**config.mk**
```make
export PLATFORM = sky130hd
export DESIGN_NAME = ioctl_loader
export DESIGN_NICKNAME = d
export VERILOG_FILES = /design/src/rtl/ioctl_loader.sv
export SDC_FILE = /design/constraint.sdc
export NUM_CORES = 1
export LEC_CHECK = 0
export ABC_CLOCK_PERIOD_IN_PS = 1800
export BUFFER_PORTS_ARGS = -buffer_cell sky130_fd_sc_hd__buf_2
export CAP_MARGIN = 20
export CORE_UTILIZATION = 48
export DETAILED_ROUTE_END_ITERATION = 10
export HOLD_SLACK_MARGIN = 0.05
export PLACE_DENSITY = 0.77
export SETUP_SLACK_MARGIN = 0.5
export SYNTH_ARGS = -nofsm -noshare
export SYNTH_HDL_FRONTEND = slang
export SYNTH_SLANG_ARGS = --single-unit
```
**constraint.sdc**
```tcl
create_clock -name clk_sys -period 1.8 [get_ports clk_sys]
set_input_delay 0.09 -clock clk_sys [delete_from_list [all_inputs] [get_ports clk_sys]]
set_output_delay 0.09 -clock clk_sys [all_outputs]
set_load 0.005 [all_outputs]
```
**src/rtl/ioctl_loader.sv**
```systemverilog
// ioctl_loader: packs a byte-wide ioctl download stream into 16-bit word
// writes with byte enables. Handshakes: a memory write is offered while
// mem_we=1 and is taken on the rising edge where mem_ready=1; address,
// data and enables hold still until then. The producer side sees
// ioctl_wait=1 while a write is outstanding and must not strobe; strobes
// arriving while ioctl_wait=1 are ignored.
module ioctl_loader #(
    parameter int          ADDR_W     = 16,
    parameter logic [7:0]  LOAD_INDEX = 8'd0
) (
    input  logic              clk_sys,
    input  logic              reset,
    input  logic              ioctl_download,
    input  logic              ioctl_wr,
    input  logic [24:0]       ioctl_addr,
    input  logic [7:0]        ioctl_dout,
    input  logic [7:0]        ioctl_index,
    output logic              ioctl_wait,
    output logic [ADDR_W-1:0] mem_addr,
    output logic [15:0]       mem_din,
    output logic [1:0]        mem_be,
    output logic              mem_we,
    input  logic              mem_ready,
    output logic              load_done,
    output logic              overflow,
    output logic [2:0]        dbg_state
);

    typedef enum logic [2:0] {
        IDLE    = 3'd0,
        COLLECT = 3'd1,
        WRITE   = 3'd2,
        FLUSH   = 3'd3,
        DONE    = 3'd4
    } state_t;

    state_t              state_q, state_d;
    logic                dl_q, dl_d;
    logic                pend_q, pend_d;
    logic                ovf_q, ovf_d;
    logic [ADDR_W-1:0]   addr_q, addr_d;
    logic [15:0]         din_q, din_d;
    logic [1:0]          be_q, be_d;
    // A byte that arrived while a lone low byte of another word was pending.
    logic                hold_v_q, hold_v_d;
    logic                hold_odd_q, hold_odd_d;
    logic [ADDR_W-1:0]   hold_addr_q, hold_addr_d;
    logic [7:0]          hold_data_q, hold_data_d;

    logic                index_ok;
    logic                accept;
    logic                out_of_range;
    logic [ADDR_W-1:0]   word_addr;

    // Outputs come straight from the state flop, so ioctl_wait has no path
    // from ioctl_wr and drops together with the asynchronous reset.
    assign ioctl_wait = (state_q == WRITE) || (state_q == FLUSH);
    assign mem_we     = ioctl_wait;
    assign load_done  = (state_q == DONE);
    assign overflow   = ovf_q;
    assign mem_addr   = addr_q;
    assign mem_din    = din_q;
    assign mem_be     = be_q;
    assign dbg_state  = state_q;

    assign index_ok     = (ioctl_index == LOAD_INDEX);
    assign accept       = ioctl_wr && ioctl_download && index_ok && !ioctl_wait;
    assign word_addr    = ioctl_addr[ADDR_W:1];
    assign out_of_range = (ioctl_addr >> (ADDR_W + 1)) != 25'd0;

    // Next-state and datapath update for the byte packer.
    always_comb begin
        state_d     = state_q;
        dl_d        = ioctl_download;
        pend_d      = pend_q;
        ovf_d       = ovf_q;
        addr_d      = addr_q;
        din_d       = din_q;
        be_d        = be_q;
        hold_v_d    = hold_v_q;
        hold_odd_d  = hold_odd_q;
        hold_addr_d = hold_addr_q;
        hold_data_d = hold_data_q;

        case (state_q)
            IDLE: begin
                if (ioctl_download && !dl_q && index_ok) begin
                    state_d  = COLLECT;
                    pend_d   = 1'b0;
                    ovf_d    = 1'b0;
                    hold_v_d = 1'b0;
                end
            end
            COLLECT: begin
                if (!ioctl_download) begin
                    if (pend_q) begin
                        be_d    = 2'b01;
                        state_d = FLUSH;
                    end else begin
                        state_d = DONE;
                    end
                end else if (accept) begin
                    if (out_of_range) begin
                        ovf_d = 1'b1;
                    end else if (pend_q && (word_addr != addr_q)) begin
                        // Write the orphan low byte first, park the new byte.
                        hold_v_d    = 1'b1;
                        hold_odd_d  = ioctl_addr[0];
                        hold_addr_d = word_addr;
                        hold_data_d = ioctl_dout;
                        be_d        = 2'b01;
                        state_d     = WRITE;
                    end else if (!ioctl_addr[0]) begin
                        din_d  = {8'h00, ioctl_dout};
                        addr_d = word_addr;
                        pend_d = 1'b1;
                    end else begin
                        din_d[15:8] = ioctl_dout;
                        addr_d      = word_addr;
                        be_d        = {1'b1, pend_q};
                        state_d     = WRITE;
                    end
                end
            end
            WRITE: begin
                if (mem_ready) begin
                    pend_d  = 1'b0;
                    state_d = COLLECT;
                    if (hold_v_q) begin
                        hold_v_d = 1'b0;
                        addr_d   = hold_addr_q;
                        if (!hold_odd_q) begin
                            din_d  = {8'h00, hold_data_q};
                            pend_d = 1'b1;
                        end else begin
                            // Parked high byte alone: issue it right away.
                            din_d[15:8] = hold_data_q;
                            be_d        = 2'b10;
                            state_d     = WRITE;
                        end
                    end
                end
            end
            FLUSH: begin
                if (mem_ready) begin
                    pend_d  = 1'b0;
                    state_d = DONE;
                end
            end
            DONE: begin
                state_d = IDLE;
            end
            default: begin
                state_d = IDLE;
            end
        endcase
    end

    // State and datapath registers. dl_q resets high so a download already
    // active when reset releases is not mistaken for a fresh start.
    always_ff @(posedge clk_sys or negedge reset) begin
        if (!reset) begin
            state_q     <= IDLE;
            dl_q        <= 1'b1;
            pend_q      <= 1'b0;
            ovf_q       <= 1'b0;
            addr_q      <= '0;
            din_q       <= 16'h0000;
            be_q        <= 2'b00;
            hold_v_q    <= 1'b0;
            hold_odd_q  <= 1'b0;
            hold_addr_q <= '0;
            hold_data_q <= 8'h00;
        end else begin
            state_q     <= state_d;
            dl_q        <= dl_d;
            pend_q      <= pend_d;
            ovf_q       <= ovf_d;
            addr_q      <= addr_d;
            din_q       <= din_d;
            be_q        <= be_d;
            hold_v_q    <= hold_v_d;
            hold_odd_q  <= hold_odd_d;
            hold_addr_q <= hold_addr_d;
            hold_data_q <= hold_data_d;
        end
    end

endmodule

```
Word-level counts from Yosys, hierarchy flattened
Index checks and enable logic that the tools add are counted.
{"block": "totals", "mem_bits_rw": 0, "wordCells": 119, "ff_bits": 66, "rom_bits": 0, "mem_count": 0, "input_bits": 46, "output_inout_bits": 41, "latchBits": 0}
{"block": "op_classes", "order_cmp": 0, "n_mul": 0, "eq_ne": 22, "n_addsub": 0, "div_mod_pow": 0, "reduce_logical": 24, "bitwise_logic": 1, "mux": 60, "shifts": 0}
{"operator": "2-to-1 mux 16 bit", "count": 12}
{"operator": "one-hot mux 16 bit (2 select lines)", "count": 2}
{"operator": "2-to-1 mux 8 bit", "count": 4}
{"operator": "2-to-1 mux 3 bit", "count": 9}
{"operator": "inequality test 2 bit (second input constant)", "count": 13}
{"operator": "nonzero test 25 bit", "count": 1}
{"operator": "2-to-1 mux 2 bit", "count": 11}
{"operator": "AND reduction 9 bit", "count": 2}
{"operator": "2-to-1 mux 1 bit", "count": 17}
{"operator": "inequality test 16 bit", "count": 1}
{"operator": "AND reduction 7 bit", "count": 2}
{"operator": "one-hot mux 3 bit (4 select lines)", "count": 1}
{"operator": "AND reduction 5 bit", "count": 2}
{"operator": "inequality test 3 bit (second input constant)", "count": 3}
{"operator": "zero test 8 bit", "count": 1}
{"operator": "AND reduction 8 bit", "count": 1}
{"operator": "equality test 3 x 2 -> 1 bit (second input constant)", "count": 2}
{"operator": "logical AND 1 bit", "count": 6}
{"operator": "AND reduction 6 bit", "count": 1}
{"operator": "inequality test 4 bit (second input constant)", "count": 1}
{"operator": "one-hot mux 1 bit (4 select lines)", "count": 1}
{"operator": "one-hot mux 2 bit (2 select lines)", "count": 1}
{"operator": "nonzero test 2 bit", "count": 2}
{"operator": "nonzero test 4 bit", "count": 1}
{"operator": "9 further kinds", "count": 10}

Longest topological paths before layout
{"block": "depth", "word_depth": 7, "depth_mapped": 9, "ltp_nobuf": 6}

Worst setup path before layout
No wires, ideal clock.
{"block": "synth_timing", "path_kind": "reg2reg", "start": "reg addr_q[5], in the netlist mem_addr[5]", "end": "reg hold_addr_q[0]", "synth_period_minus_slack_ns": 1.916, "path_slack_ns": -0.116, "n_path_buf": 1, "required_ns": 1.675, "t_arrival_ns": 1.791, "path_stages_with_launch": 7, "setup_time_ns": 0.125, "cell_sequence": "dfrtp_1 xnor2_1 nand4_1 o41a_1 nand3_4 buf_6 mux2_4"}
{"block": "synth_between", "elab_chain_len": 3}
{"element": "from (decl)", "line_no": "41", "source": "logic [ADDR_W-1:0] addr_q, addr_d;"}
{"element": "from (signal assigned)", "line_no": "179", "source": "addr_q <= addr_d;"}
{"element": "inequality test 16 bit", "line_no": "105", "source": "end else if (pend_q && (word_addr != addr_q)) begin"}
{"element": "logical AND 1 bit", "line_no": "105"}
{"element": "AND reduction 5 bit (no line)"}
{"element": "to (signal assigned)", "line_no": "184", "source": "hold_addr_q <= hold_addr_d;"}
{"element": "to (decl)", "line_no": "47", "source": "logic [ADDR_W-1:0] hold_addr_q, hold_addr_d;"}
Every way passes these cells.
A chain may end at the register's enable or synchronous reset.

Worst setup path in the final report
{"block": "layout_timing", "start": "reg addr_q[4], in the netlist mem_addr[4]", "end": "reg hold_addr_q[6]"}
Same word-level chain as after synthesis.

==> summary.md <==
| Metric | Value |
|---|---|
| GPL Wtd Cong | 0.907 |
| Number of cells in the finished layout apart from fillers | 555 |
| Syn-to-layout area delta | 57.2% |
| Largest net degree at the start of global routing | 67 |
| DRC violation total after the first TritonRoute iteration | 142 |
| Die X-Extent | 85.6 µm |
| Post-synthesis sequential element count | 66 |
| RSZ-0062 raised after global routing | yes |
| Number of cell rows | 30 |
| Maximum operating frequency | 495 MHz |
| Max-cap violation count | 0 |
| Count leader, synth | sky130_fd_sc_hd__dfrtp_1 |
| Mean routed wirelength per cell | 18.9 µm |
| Worst clock skew | 0.00829 ns |
| Total wirelength of the detailed-routed design | 10.5 mm |
| Run status | finished with violations |
| Final hold violation count | 0 |
| Category of cells accounting for the largest share of critical-path delay | compound AO/OA/AOI/OAI gates |
| Top post-synthesis cells by area | sky130_fd_sc_hd__dfrtp_1 48%, sky130_fd_sc_hd__mux2_4 8.1%, sky130_fd_sc_hd__mux2i_1 7.2% |
| Global-route usage over all layers | 0.287 |
| Number of nets in the finished design | 516 |
| Core area | 6760 µm² |
| Async set or reset register ratio after synthesis | 1.00 |
| Starting density of the core | 0.497 |
| Antenna violations before repair | 0 |
| Min Tclk post-route | 2.02 ns |
| Internal power of the cells | 2930 µW |
| Library cells used by synthesis | 47 |
| Number of sinks driven by the clock tree | 66 |
| Type of element capturing the critical path | flip-flop |
| I/O pin count | 87 |
| Critical path type | reg -> reg |
| Clock group share of total power | 0.266 |
| Antenna Cells | 0 |
| Area share of the largest cell type after synthesis | 0.485 |
| Seq pwr share | 0.365 |
| Clock network latency to the later pin of the worst-skew pair | 0.35 ns |
| Worst path buffer plus inverter count | 1 |
| Reported net switching power | 1440 µW |
| Critical path cell sequence | xnor2_2 -> nand4_1 -> o41a_1 -> nand3_4 -> buf_12 -> mux2_4 |
| Util after Layout | 0.781 |
| Power per cell area | 828 nW/µm² |
| Hold_ws | 0.0657 ns |
| Comb pwr share | 0.369 |
| First-pass GRT wire length | 15.9 mm |
| Remaining global-route overflow | 0 |
| Violations in the final reports | setup timing |
| Number of iterations in the first detailed-routing pass | 5 |
| Half-perimeter wire length after placement | 5.88 mm |
| Total instance count after detailed placement | 495 |
| Worst path setup slack after routing | -0.221 ns |
| Worst slew pin tran | 0.502 ns |
| Share of the cycle needed by the critical path after routing | 1.12 |
| Sum Neg Setup Slack | -9.22 ns |
| Combined area of all synthesized cells | 3360 µm² |
| Worst hold-check path type | in -> reg |
| Share of final-layout standard cells stronger than drive strength 1 | 0.533 |
| Warnings from Yosys | 0 |
| Die height | 85.6 µm |
| Stage delay of the slowest cell on the critical path | 0.50 ns |
| Worst path slowest cell | sky130_fd_sc_hd__o41a_1 |
| Required time reported for the critical path endpoint | 2.03 ns |
| Root Driver | sky130_fd_sc_hd__clkbuf_8 |
| Clk pin slew, worst setup/hold paths | 0.07 ns |
| Synthesized area per cell | 11.1 µm² |
| Arrival time reported for the critical path endpoint | 2.25 ns |
| Leakage dissipation | 0.00267 µW |
| Fin. max-slew vios | 0 |
| Maximum level of the CTS H-tree | 3 |
| Maximum buffer depth of the clock tree | 2 |
| VDD IR max | 0.000541 V |
| Net Count, Synth | 347 |
| CP startpoint kind | flip-flop |
| Remaining design rule violation count | 0 |
| Number of synthesized flops with an enable pin | 0 |
| Top post-synthesis cells by count | 65 x sky130_fd_sc_hd__dfrtp_1, 39 x sky130_fd_sc_hd__nand2_1, 24 x sky130_fd_sc_hd__mux2i_1 |
| Share of synthesized area occupied by flip-flops and latches | 0.493 |
| Relative slew margins | 0.665 |
| Antenna violation net count after detailed routing | 0 |
| Net switching share of the total power | 0.330 |
| Vias in the first global route | 3,185 |
| Yosys top cell by area | sky130_fd_sc_hd__dfrtp_1 |
| Mapped Cells | 301 |
| Clock tree from TritonCTS | done |
| Die outline area | 7330 µm² |
| Dominant register cell in the synthesized netlist | sky130_fd_sc_hd__dfrtp_1 |
| Via count | 3,136 |
| Maximum fanout along the worst path | 12 |
| Clock buffer count from CTS | 9 |
| Total setup violations reported at the end of the flow | 61 |
| Vias per Instance | 5.65 |
| I/O Buffers | 86 |
## cells by family (layout without fill, tap and decap cells)
logic type                Yosys count  in the layout  share of synthesized area
and+or+nand+nor                    83             83                      0.136
buffers and inverters              22            196                     0.0328
muxes                              49             49                      0.176
AOI/OAI and AO/OA                  65             65                      0.121
xor gates and xnor gates           16             16                     0.0418
DFF                                66             66                      0.493
## tightest hold or removal path: cells and delay by family
family,cells,cell delay (ns)
compound gates,1,0.11
buf+inv,1,0.10
mux,1,0.07
## final timing paths
kind	start	to	slack, ns	cells past startpoint
max reg2reg	mem_addr[4]	hold_addr_q[6]	-0.22	6
min	ioctl_addr[2]	mem_addr[1]	0.07	3
max	mem_addr[4]	hold_addr_q[6]	-0.22	6
min in group asynchronous	reset	mem_addr[4]	0.29	3
max in group asynchronous	reset	dl_q	1.19	3
min reg2reg	mem_din[12]	mem_din[12]	0.49	2
## layer usage
| metal | routed length (µm) | part of all wire | up-vias | global-route usage |
|---|---|---|---|---|
| li1 | - | - | 1426 | - |
| met1 | 4200 | 0.40 | 1560 | 0.338 |
| met2 | 5490 | 0.52 | 125 | 0.503 |
| met3 | 589 | 0.056 | 25 | 0.0760 |
| met4 | 229 | 0.022 | 0 | 0.106 |
| met5 | 0 | 0 | - | 0 |
## area by class of cell
type	count	area (µm²)
tap	80	100
fill	394	1480
clock inverter	3	23.8
timing repair buffer	175	1400
sequential	66	1660
multi-input combinational	213	1920
inverter	5	21.3
clock buffer	13	159
## what timing repair did
item | in CTS | in global routing
resized for setup | 49 | 42
buffers inserted | 10 | 3
hold endpoints to repair | 93 | 2
hold buffers | 24 | 2
endpoints found under the setup margin | 66 | 68
cloned | 3 | 2
pin swaps | 19 | 19
## flip-flops by register name, summed over array words and instances, names as in the netlist
register and count:
overflow 1, hold_v_q 1, mem_din 16, pend_q 1
hold_data_q 8, hold_odd_q 1, mem_addr 16, hold_addr_q 16
dbg_state 3, dl_q 1, mem_be 2
## per-stage QoR
| stage | worst slack [ns] | cell area [µm²] | power, µW |
|---|---|---|---|
| floorplan | -0.0881 | 3450 | 2350 |
| global placement | -0.163 | 4310 | 2850 |
| detailed placement | -0.238 | 4310 | 2870 |
| CTS | -0.231 | 5040 | 4220 |
| global route | -0.306 | 5280 | 4540 |
| finish | -0.221 | 5280 | 4370 |
## power by group through the flow
stage / logic, µW / clock network [µW] / registers (µW)
floorplan: 750 / 0 / 1600
global route: 1700 / 1240 / 1590
detailed placement: 1260 / 0 / 1610
finish: 1610 / 1160 / 1590
CTS: 1470 / 1170 / 1580
global placement: 1240 / 0 / 1600
## cells in the final DEF, fill, tap and decap left out, types with 3 or more instances in the layout
cell type,synthesis,routed
sky130_fd_sc_hd__buf_2,7,83
sky130_fd_sc_hd__dfrtp_1,65,63
sky130_fd_sc_hd__buf_4,1,37
sky130_fd_sc_hd__dlygate4sd3_1,0,26
sky130_fd_sc_hd__mux2_4,18,25
sky130_fd_sc_hd__mux2i_1,24,24
sky130_fd_sc_hd__nand2_1,39,18
sky130_fd_sc_hd__o21ai_1,22,16
sky130_fd_sc_hd__buf_6,2,16
sky130_fd_sc_hd__o21ai_2,0,15
sky130_fd_sc_hd__xnor2_1,16,14
sky130_fd_sc_hd__nand2_2,0,14
sky130_fd_sc_hd__clkbuf_8,0,11
sky130_fd_sc_hd__a31oi_1,10,9
sky130_fd_sc_hd__and3_1,8,8
sky130_fd_sc_hd__buf_12,0,8
sky130_fd_sc_hd__nand2_4,0,7
sky130_fd_sc_hd__nor2_1,9,5
sky130_fd_sc_hd__a21oi_1,5,5
sky130_fd_sc_hd__nand4_1,4,4
sky130_fd_sc_hd__nor2_4,0,3
sky130_fd_sc_hd__inv_1,3,3
sky130_fd_sc_hd__clkbuf_16,0,3
Power figures use the tool's default switching activity.
